==> src/rtl/mem_access_unit.sv <==
// -----------------------------------------------------------------------------
// mem_access_unit
//
// MEM-stage load/store engine. It takes the instruction held in the EXE/MEM
// register and performs one data-memory transaction. Requests go out over a
// valid/ready channel, and the reply comes back on a valid-only response
// channel. Load data is realigned to bit 0 and then sign- or zero-extended.
// Store data is shifted into its byte lanes with a matching byte mask.
// Misaligned accesses finish straight away with an exception and never touch
// memory. The pipeline is held through mem_stall_o until the access is done.
//
// Ports
//   clk, rst                 clock, synchronous active-high reset
//   mem_valid_i/re/we        instruction present / is a load / is a store
//   mem_funct3_i             size and sign (B,H,W,D,BU,HU,WU)
//   mem_addr_i, mem_wdata_i  effective address, store data (rs2)
//   except_in_i              instruction already faulted; no access
//   advance_i, flush_i       pipeline advance / kill the MEM instruction
//   dmem_req_*               request channel (8-byte aligned address)
//   dmem_resp_*              response / write acknowledge channel
//   load_data_o, done_o      extended load result, access complete
//   mem_stall_o              hold EXE/MEM and earlier stages
//   except_o/ecause_o/etval_o misalignment exception (4 load, 6 store)
// -----------------------------------------------------------------------------
module mem_access_unit #(
    parameter int ADDR_W = 64,
    parameter int DATA_W = 64
) (
    input  logic              clk,
    input  logic              rst,
    input  logic              mem_valid_i,
    input  logic              mem_re_i,
    input  logic              mem_we_i,
    input  logic [2:0]        mem_funct3_i,
    input  logic [ADDR_W-1:0] mem_addr_i,
    input  logic [DATA_W-1:0] mem_wdata_i,
    input  logic              except_in_i,
    input  logic              advance_i,
    input  logic              flush_i,
    output logic              dmem_req_valid_o,
    input  logic              dmem_req_ready_i,
    output logic              dmem_req_we_o,
    output logic [ADDR_W-1:0] dmem_req_addr_o,
    output logic [DATA_W-1:0] dmem_req_wdata_o,
    output logic [7:0]        dmem_req_wmask_o,
    input  logic              dmem_resp_valid_i,
    input  logic [DATA_W-1:0] dmem_resp_rdata_i,
    output logic [DATA_W-1:0] load_data_o,
    output logic              done_o,
    output logic              mem_stall_o,
    output logic              except_o,
    output logic [63:0]       ecause_o,
    output logic [63:0]       etval_o
);

    typedef enum logic [1:0] {IDLE, REQ, RESP, DONE} state_e;

    state_e            state_q, state_d;
    logic              kill_q, kill_d;
    logic [ADDR_W-1:0] addr_q, addr_d;
    logic [DATA_W-1:0] wdata_q, wdata_d;
    logic [2:0]        funct3_q, funct3_d;
    logic              we_q, we_d;
    logic [DATA_W-1:0] load_data_q, load_data_d;
    logic              except_q, except_d;
    logic [63:0]       ecause_q, ecause_d;
    logic [63:0]       etval_q, etval_d;

    logic              start;
    logic [2:0]        align_mask;
    logic              misaligned;
    logic [7:0]        base_mask;
    logic [DATA_W-1:0] load_shifted;
    logic [DATA_W-1:0] load_ext;

    assign start = (state_q == IDLE) & mem_valid_i & (mem_re_i | mem_we_i)
                   & ~except_in_i & ~flush_i;

    // The low address bits that must be zero for the requested access size.
    always_comb begin
        align_mask = 3'b000;
        case (mem_funct3_i[1:0])
            2'b00:   align_mask = 3'b000;
            2'b01:   align_mask = 3'b001;
            2'b10:   align_mask = 3'b011;
            default: align_mask = 3'b111;
        endcase
    end

    assign misaligned = |(mem_addr_i[2:0] & align_mask);

    // Byte lanes touched by the latched access, before lane shifting.
    always_comb begin
        base_mask = 8'h00;
        case (funct3_q[1:0])
            2'b00:   base_mask = 8'h01;
            2'b01:   base_mask = 8'h03;
            2'b10:   base_mask = 8'h0F;
            default: base_mask = 8'hFF;
        endcase
    end

    // Bring the addressed bytes down to bit 0, then extend them.
    // Funct3 011 and 111 both return the full doubleword.
    always_comb begin
        load_shifted = dmem_resp_rdata_i >> {addr_q[2:0], 3'b000};
        load_ext     = load_shifted;
        case (funct3_q)
            3'b000:  load_ext = {{56{load_shifted[7]}},  load_shifted[7:0]};
            3'b001:  load_ext = {{48{load_shifted[15]}}, load_shifted[15:0]};
            3'b010:  load_ext = {{32{load_shifted[31]}}, load_shifted[31:0]};
            3'b100:  load_ext = {56'b0, load_shifted[7:0]};
            3'b101:  load_ext = {48'b0, load_shifted[15:0]};
            3'b110:  load_ext = {32'b0, load_shifted[31:0]};
            default: load_ext = load_shifted;
        endcase
    end

    // Next-state logic. A kill raised in REQ/RESP lets the transaction run to
    // completion so that the memory sees a clean request/response pair. Only
    // the result is dropped.
    always_comb begin
        state_d     = state_q;
        kill_d      = kill_q;
        addr_d      = addr_q;
        wdata_d     = wdata_q;
        funct3_d    = funct3_q;
        we_d        = we_q;
        load_data_d = load_data_q;
        except_d    = except_q;
        ecause_d    = ecause_q;
        etval_d     = etval_q;

        case (state_q)
            IDLE: begin
                kill_d = 1'b0;
                if (start) begin
                    addr_d      = mem_addr_i;
                    wdata_d     = mem_wdata_i;
                    funct3_d    = mem_funct3_i;
                    we_d        = mem_we_i;
                    load_data_d = '0;
                    if (misaligned) begin
                        state_d  = DONE;
                        except_d = 1'b1;
                        ecause_d = mem_we_i ? 64'd6 : 64'd4;
                        etval_d  = 64'(mem_addr_i);
                    end else begin
                        state_d = REQ;
                    end
                end
            end
            REQ: begin
                if (flush_i) kill_d = 1'b1;
                if (dmem_req_ready_i) state_d = RESP;
            end
            RESP: begin
                if (flush_i) kill_d = 1'b1;
                if (dmem_resp_valid_i) begin
                    if (kill_q | flush_i) begin
                        state_d = IDLE;
                        kill_d  = 1'b0;
                    end else begin
                        state_d     = DONE;
                        load_data_d = we_q ? '0 : load_ext;
                    end
                end
            end
            DONE: begin
                if (flush_i | advance_i) begin
                    state_d  = IDLE;
                    except_d = 1'b0;
                    ecause_d = '0;
                    etval_d  = '0;
                end
            end
            default: state_d = IDLE;
        endcase
    end

    always_ff @(posedge clk) begin
        if (rst) begin
            state_q     <= IDLE;
            kill_q      <= 1'b0;
            addr_q      <= '0;
            wdata_q     <= '0;
            funct3_q    <= '0;
            we_q        <= 1'b0;
            load_data_q <= '0;
            except_q    <= 1'b0;
            ecause_q    <= '0;
            etval_q     <= '0;
        end else begin
            state_q     <= state_d;
            kill_q      <= kill_d;
            addr_q      <= addr_d;
            wdata_q     <= wdata_d;
            funct3_q    <= funct3_d;
            we_q        <= we_d;
            load_data_q <= load_data_d;
            except_q    <= except_d;
            ecause_q    <= ecause_d;
            etval_q     <= etval_d;
        end
    end

    // Request fields come only from latched state. This keeps them stable
    // while the memory applies backpressure.
    assign dmem_req_valid_o = (state_q == REQ);
    assign dmem_req_we_o    = we_q;
    assign dmem_req_addr_o  = {addr_q[ADDR_W-1:3], 3'b000};
    assign dmem_req_wdata_o = wdata_q << {addr_q[2:0], 3'b000};
    assign dmem_req_wmask_o = we_q ? (base_mask << addr_q[2:0]) : 8'h00;

    assign load_data_o = load_data_q;
    assign done_o      = (state_q == DONE);
    assign mem_stall_o = start | (state_q == REQ) | (state_q == RESP);
    assign except_o    = except_q;
    assign ecause_o    = ecause_q;
    assign etval_o     = etval_q;

endmodule

==> config.mk <==
export PLATFORM = sky130hd
export DESIGN_NAME = mem_access_unit
export DESIGN_NICKNAME = d
export VERILOG_FILES = /design/src/rtl/mem_access_unit.sv
export SDC_FILE = /design/constraint.sdc
export NUM_CORES = 1
export LEC_CHECK = 0
export ABC_AREA = 1
export BUFFER_PORTS_ARGS = -buffer_cell sky130_fd_sc_hd__buf_2
export CAP_MARGIN = 20
export CORE_UTILIZATION = 32
export CTS_CLUSTER_DIAMETER = 30
export CTS_CLUSTER_SIZE = 20
export DETAILED_ROUTE_END_ITERATION = 16
export PLACE_DENSITY = 0.59
export SLEW_MARGIN = 10
export SYNTH_ARGS = -nofsm -noshare
export SYNTH_HDL_FRONTEND = slang
export SYNTH_SLANG_ARGS = --single-unit
==> constraint.sdc <==
create_clock -name clk -period 5.3 [get_ports clk]
set_input_delay 0.265 -clock clk [delete_from_list [all_inputs] [get_ports clk]]
set_output_delay 0.265 -clock clk [all_outputs]
set_load 0.05 [all_outputs]
## Word level (Yosys, flattened, before mapping)

Index checks and enable logic that the tools add are counted.

| operators by class | value |
|---|---|
| add/sub/neg operators | 0 |
| multipliers | 0 |
| shifts and indexed selects | 3 |
| div/mod/pow operators | 0 |
| reduce and logical (&&, ||, !) cells | 12 |
| bitwise logic cells | 12 |
| eq/ne operators | 18 |
| multiplexer cells | 32 |
| $lt $le $gt $ge | 0 |

Operators with widths:

| cell | count |
|---|---|
| two-way mux 64 bit | 9 |
| one-hot mux 64 bit (2 select lines) | 3 |
| one-hot mux 64 bit (6 select lines) | 1 |
| left shift 64 x 6 -> 64 bit | 1 |
| right shift 64 x 6 -> 64 bit | 1 |
| one-hot mux 8 bit (3 select lines) | 1 |
| two-way mux 2 bit | 7 |
| AND reduction 4 bit | 3 |
| == test 3 bit (second input constant) | 3 |
| one-hot mux 3 bit (3 select lines) | 1 |
| == test 2 bit (second input constant) | 4 |
| two-way mux 8 bit | 1 |
| inequality test 2 bit (second input constant) | 4 |
| one-hot mux 2 bit (4 select lines) | 1 |
| left shift 8 x 3 -> 8 bit | 1 |
| == test 2 x 1 -> 1 bit (second input constant) | 3 |
| zero test 2 bit | 3 |
| two-way mux 1 bit | 6 |
| bitwise OR 1 bit | 5 |
| AND 1 bit | 4 |
| inequality test 2 x 1 -> 1 bit (second input constant) | 2 |
| nonzero test 2 bit | 2 |
| AND 3 bit | 1 |
| == test 3 x 1 -> 1 bit (second input constant) | 1 |
| 8 further kinds | 9 |

| word-level totals | value |
|---|---|
| output and inout bits | 333 |
| word-level logic and storage cells | 87 |
| memory bits (read-only) | 0 |
| bits in writable memories | 0 |
| bits of input ports | 205 |
| memories | 0 |
| bits in registers | 328 |
| latch bits | 0 |

## Depth between registers and ports, before layout

| logic depth | value |
|---|---|
| depth in word-level cells | 7 |
| depth in mapped cells | 13 |
| depth with buffers taken out | 11 |

## Least setup slack after synthesis

No wires, ideal clock.

| path | value |
|---|---|
| kind | register to output |
| start point | register addr_q[0] |
| end point | output port dmem_req_wdata_o[49] |
| arrival | 2.344 ns |
| stages on the path, launching flop included | 10 |
| slack | 2.691 ns |
| path buffers | 5 |
| cells stage by stage | dfxtp_1 -> buf_4 -> buf_6 -> buf_2 -> buf_2 -> buf_2 -> nand2_1 -> o21ai_0 -> o21ai_0 -> o21ai_0 |

| between the ends | value |
|---|---|
| longest elaborated chain between the ends | 1 |

RTL lines:

| element | RTL line | RTL |
|---|---|---|
| from (decl) | 60 | `logic [ADDR_W-1:0] addr_q, addr_d;` |
| from (signal assigned) | 196 | `addr_q <= addr_d;` |
| left shift 64 x 6 -> 64 bit | 212 | `assign dmem_req_wdata_o = wdata_q << {addr_q[2:0], 3'b000};` |
| to (decl) | 44 | `output logic [DATA_W-1:0] dmem_req_wdata_o,` |

Every way passes these cells.

## Worst setup path in the final report

| path | value |
|---|---|
| start point | register addr_q[0] |
| end point | register load_data_q[57], in the netlist load_data_o[57] |

| between the ends | value |
|---|---|
| longest elaborated chain between the ends | 6 |

RTL lines:

| element | RTL line | RTL |
|---|---|---|
| right shift 64 x 6 -> 64 bit | 106 | `load_shifted = dmem_resp_rdata_i >> {addr_q[2:0], 3'b000};` |
| one-hot mux 64 bit (6 select lines) | 108 | `case (funct3_q)` |
| two-way mux 64 bit | 165 | `load_data_d = we_q ? '0 : load_ext;` |
| two-way mux 64 bit | 160 | `if (kill_q \| flush_i) begin` |
| two-way mux 64 bit | 159 | `if (dmem_resp_valid_i) begin` |
| one-hot mux 64 bit (2 select lines) | 134 | `case (state_q)` |
| to (signal assigned) | 200 | `load_data_q <= load_data_d;` |
| to (decl) | 64 | `logic [DATA_W-1:0] load_data_q, load_data_d;` |

Every way passes these cells. The select of a mux whose other input is x is not followed.
A chain may end at the register's enable or synchronous reset.

==> metrics list <==
- Mean number of vias per cell: 5.06
* Die width: 215 um
* TritonCTS clock tree: done
- The commonest cells after synthesis are nand2_1 (650), a21oi_1 (292), dfxtp_1 (265).
- Global routing finished with a remaining overflow of 0.
- Synthesis produced 2,230 cells.
* Number of synthesized flops with an enable pin: 0
- Detailed routing inserted a total of 16,800 vias.
* Die Y-Extent: 215 um
* Shortest clock period the worst path allows after layout: 3.85 ns
- IO buf count: 472
* Library cell with the highest instance count after synthesis: nand2_1
- Cell family contributing the most delay on the critical path: simple AND/OR/NAND/NOR gates
* Worst Clk Skew: 0.0210 ns
- Type of the most critical hold path: input pin to register
* Avg Cell Area, Syn: 6.50 sq um
- Remaining DRCs: 0
- Maximum level of the CTS H-tree: 3
* Crit-path max cell delay: 0.80 ns
* Count of hold buffers inserted by post-cts repair: 121
- Placer congestion estimate: 0.975
- Measured against its own limit, the worst slew margin works out to 29.9%.
- Clock tree synthesis selected as its root buffer the cell clkbuf_16.
* Flops & latches, synth: 265
* WL per Instance: 18.0 um
- The detailed router finished its first iteration with 1,446 violations.
- Number of antenna-violating nets in the routed design: 0
- Once detailed placement completed, the half-perimeter wirelength came to 41,400 um.
- Along the worst path, the maximum fanout reaches 69.
* Fraction of the yosys area taken by sequential cells: 36.6%
* Final #Nets: 2,887
* Final worst path period share: 72.6%
* Total detailed-routing wirelength: 60,000 um
- Gates resized during post-CTS repair numbered 0.
- The core region is 0.0444 sq mm.
- Entering global routing, the biggest net connects 127 pins.
- Relative contribution of sequential cells to total power: 23.6%
- Cell taking the most area after synthesis: dfxtp_1
- Maximum clock path buffer count: 3
- FMAX: 0.260 GHz
- Startpoint-to-endpoint class of the critical path: register to register
- Cells traversed along the worst timing path: inv_2 -> nand2_1 -> nand3_1 -> nand3_1 -> nand2_1 -> nand2_1 -> nand2_2 -> o21ai_0 -> a21oi_1
- Postcts setup bufs: 0
- The first detailed-routing pass took 6 iterations.
* Master of the slowest instance on the critical path: dfxtp_4
- After synthesis, the cell types taking the most area are dfxtp_1 (37%), nand2_1 (17%), a21oi_1 (10%).
- Die Outline Area: 0.0461 sq mm
- STA puts the critical path data required time at 5.72 ns.
- The number of antenna violations at the first check in global routing came to 6.
- The synthesized netlist occupies a cell area of 0.0145 sq mm.
* CTS sink cnt: 265
- During synthesis, Yosys emitted a total of 0 warnings.
- The internal power of the cells totals 6130 uW.
- The later pin in the worst-skew pair is clocked with a latency of 0.58 ns.
- Of the total power, the share spent switching nets is 39.6%.
* Combinational cell fraction of total power: 32.5%
- After clock tree synthesis, the clock-pin slew on the worst setup and hold paths is 0.04 ns.
* Effective utilization at floorplan: 32.6%
- 538 I/O pins were placed.
- Pin slew with the least headroom to its limit: 1.05 ns
- Counting both buffers and inverters, the worst setup path holds a total of 1.
- Number of max-slew violations in the final report: 0
* Number of buffers inserted during clock tree synthesis: 74
- The cell that appears most often on the critical path is nand2_1.
- The share of total power dissipated in the clock network is 43.8%.
- Leakage: 0.00933 uW
* Global-route wire length before repair: 91,600 um
- Compared with the post-synthesis result, the final layout area differs by 38.1%.
- Power per unit of standard cell area: 507 mW/mm^2
* Share of async-settable or async-resettable flops after synthesis: 0%
- Across all hold checks on the routed design, the worst slack comes to 0.0325 ns.
* Global Route Usage Sum: 25.2%
* Number of standard-cell rows in the floorplan: 77
- Worst voltage drop across the vdd grid: 393 uV
* Count of different cell masters after synthesis: 35
- Sum Neg Setup Slack: 0 ns
- Max-cap violations: 0
- Among all flip-flop cells after synthesis, the most frequent one is dfxtp_1.
- The top cell type by area accounts for 36.6% of the synthesized area.
- Of the cells placed in the final design, the portion with a size suffix greater than 1 is 23.2%.
- Setup violations remaining at the end of the flow were counted as 0.
- Via count of the first global-routing pass: 16,200
- Startpoint type of the worst setup path: register
- The worst setup path is captured at a register.
- The analysis attributes to net switching a power of 4020 uW.
- Worst EP arrival: 4.27 ns
* Final number of hold-violating endpoints: 0
- Status: finished clean
* Setup repair after global routing missed its margin: no
## power groups by stage
stage / combinational, uW / sequential [uW] / clock, uW
4_1_cts: 3290 / 2400 / 4510
5_1_grt: 3530 / 2430 / 4630
3_5_place_dp: 3210 / 2420 / 0
6_report: 3300 / 2400 / 4450
2_1_floorplan: 1920 / 2940 / 0
3_3_place_gp: 3190 / 2420 / 0
## cell type report
type / instances / area, sq um
fillers: 4571 / 24400
multi-input cells: 1591 / 7210
flip-flops and latches: 265 / 5310
repair buffers: 611 / 3710
clock buffers: 105 / 2160
well taps: 592 / 741
inverters: 133 / 502
clock inverters: 25 / 359
diodes: 5 / 12.5
## logic make-up (layout without fill, tap and decap cells)
logic type	count (synthesis)	in the layout	share of synthesized area [%]
adders and majority gates	6	6	0.518
buffers and inverters	438	874	15.4
AOI/OAI and AO/OA	599	599	21.2
other	1	70	0.0259
and+or+nand+nor	921	921	26.2
DFF	265	265	36.6
## routing by layer
metal | GRT usage (%) | vias up | part of all wire [%]
li1 | - | 8060 | -
met1 | 31.4 | 7852 | 42
met2 | 41.6 | 825 | 47
met3 | 5.80 | 109 | 8.5
met4 | 10.3 | 0 | 3.0
met5 | 0 | - | 0
## registers in the layout, indices dropped and copies added (netlist names)
register       cells
load_data_o       64
ecause_o           2
addr_q            64
wdata_q           64
funct3_q           3
state_q            2
dmem_req_we_o      1
etval_o           64
kill_q             1
## cell usage in the layout, fill, tap and decap left out, types with 8 or more instances in the layout
cell           instances
clkinv_2               9
nand2_1              648
nor2_1                94
clkbuf_16             75
conb_1                65
buf_4                 18
o21ai_0              262
a21oi_1              292
nand3_1               97
clkbuf_1              13
inv_2                  8
o22ai_1               10
inv_1                123
clkbuf_8              17
buf_2                471
dlygate4sd3_1        121
o211ai_1              16
nand4_1               65
dfxtp_1              262
o21ai_1                8
## final timing paths
check,start,to,slack [ns],cells after the start
worst max-delay path,addr_q[0],load_data_o[57],1.45,9
worst min-delay path,mem_addr_i[2],etval_o[2],0.03,3
worst max register to register,addr_q[0],load_data_o[57],1.45,9
worst min register to register,wdata_q[61],wdata_q[61],0.45,2
## worst reg2reg max path: cells and delay by family (launching register included)
kind | cells | cell delay (ns)
and+or+nand+nor | 6 | 1.80
DFF | 1 | 0.80
buffers and inverters | 1 | 0.57
AOI/OAI and AO/OA | 2 | 0.51
## per-stage QoR
step | std cells | setup WS (ns) | power [uW] | cell area [sq um] | util (%)
4_1_cts | 3322 | 1.53 | 10200 | 20000 | 45.0
2_1_floorplan | 2294 | 2.69 | 4870 | 14700 | -
6_report | 3327 | 1.45 | 10100 | 20000 | 45.1
5_1_grt | 3326 | 1.07 | 10600 | 20000 | 45.0
3_3_place_gp | 3071 | 1.73 | 5610 | 16300 | 36.6
3_5_place_dp | 3071 | 1.53 | 5630 | 16300 | 36.6
Note: power is estimated with default switching activity, not from simulation.
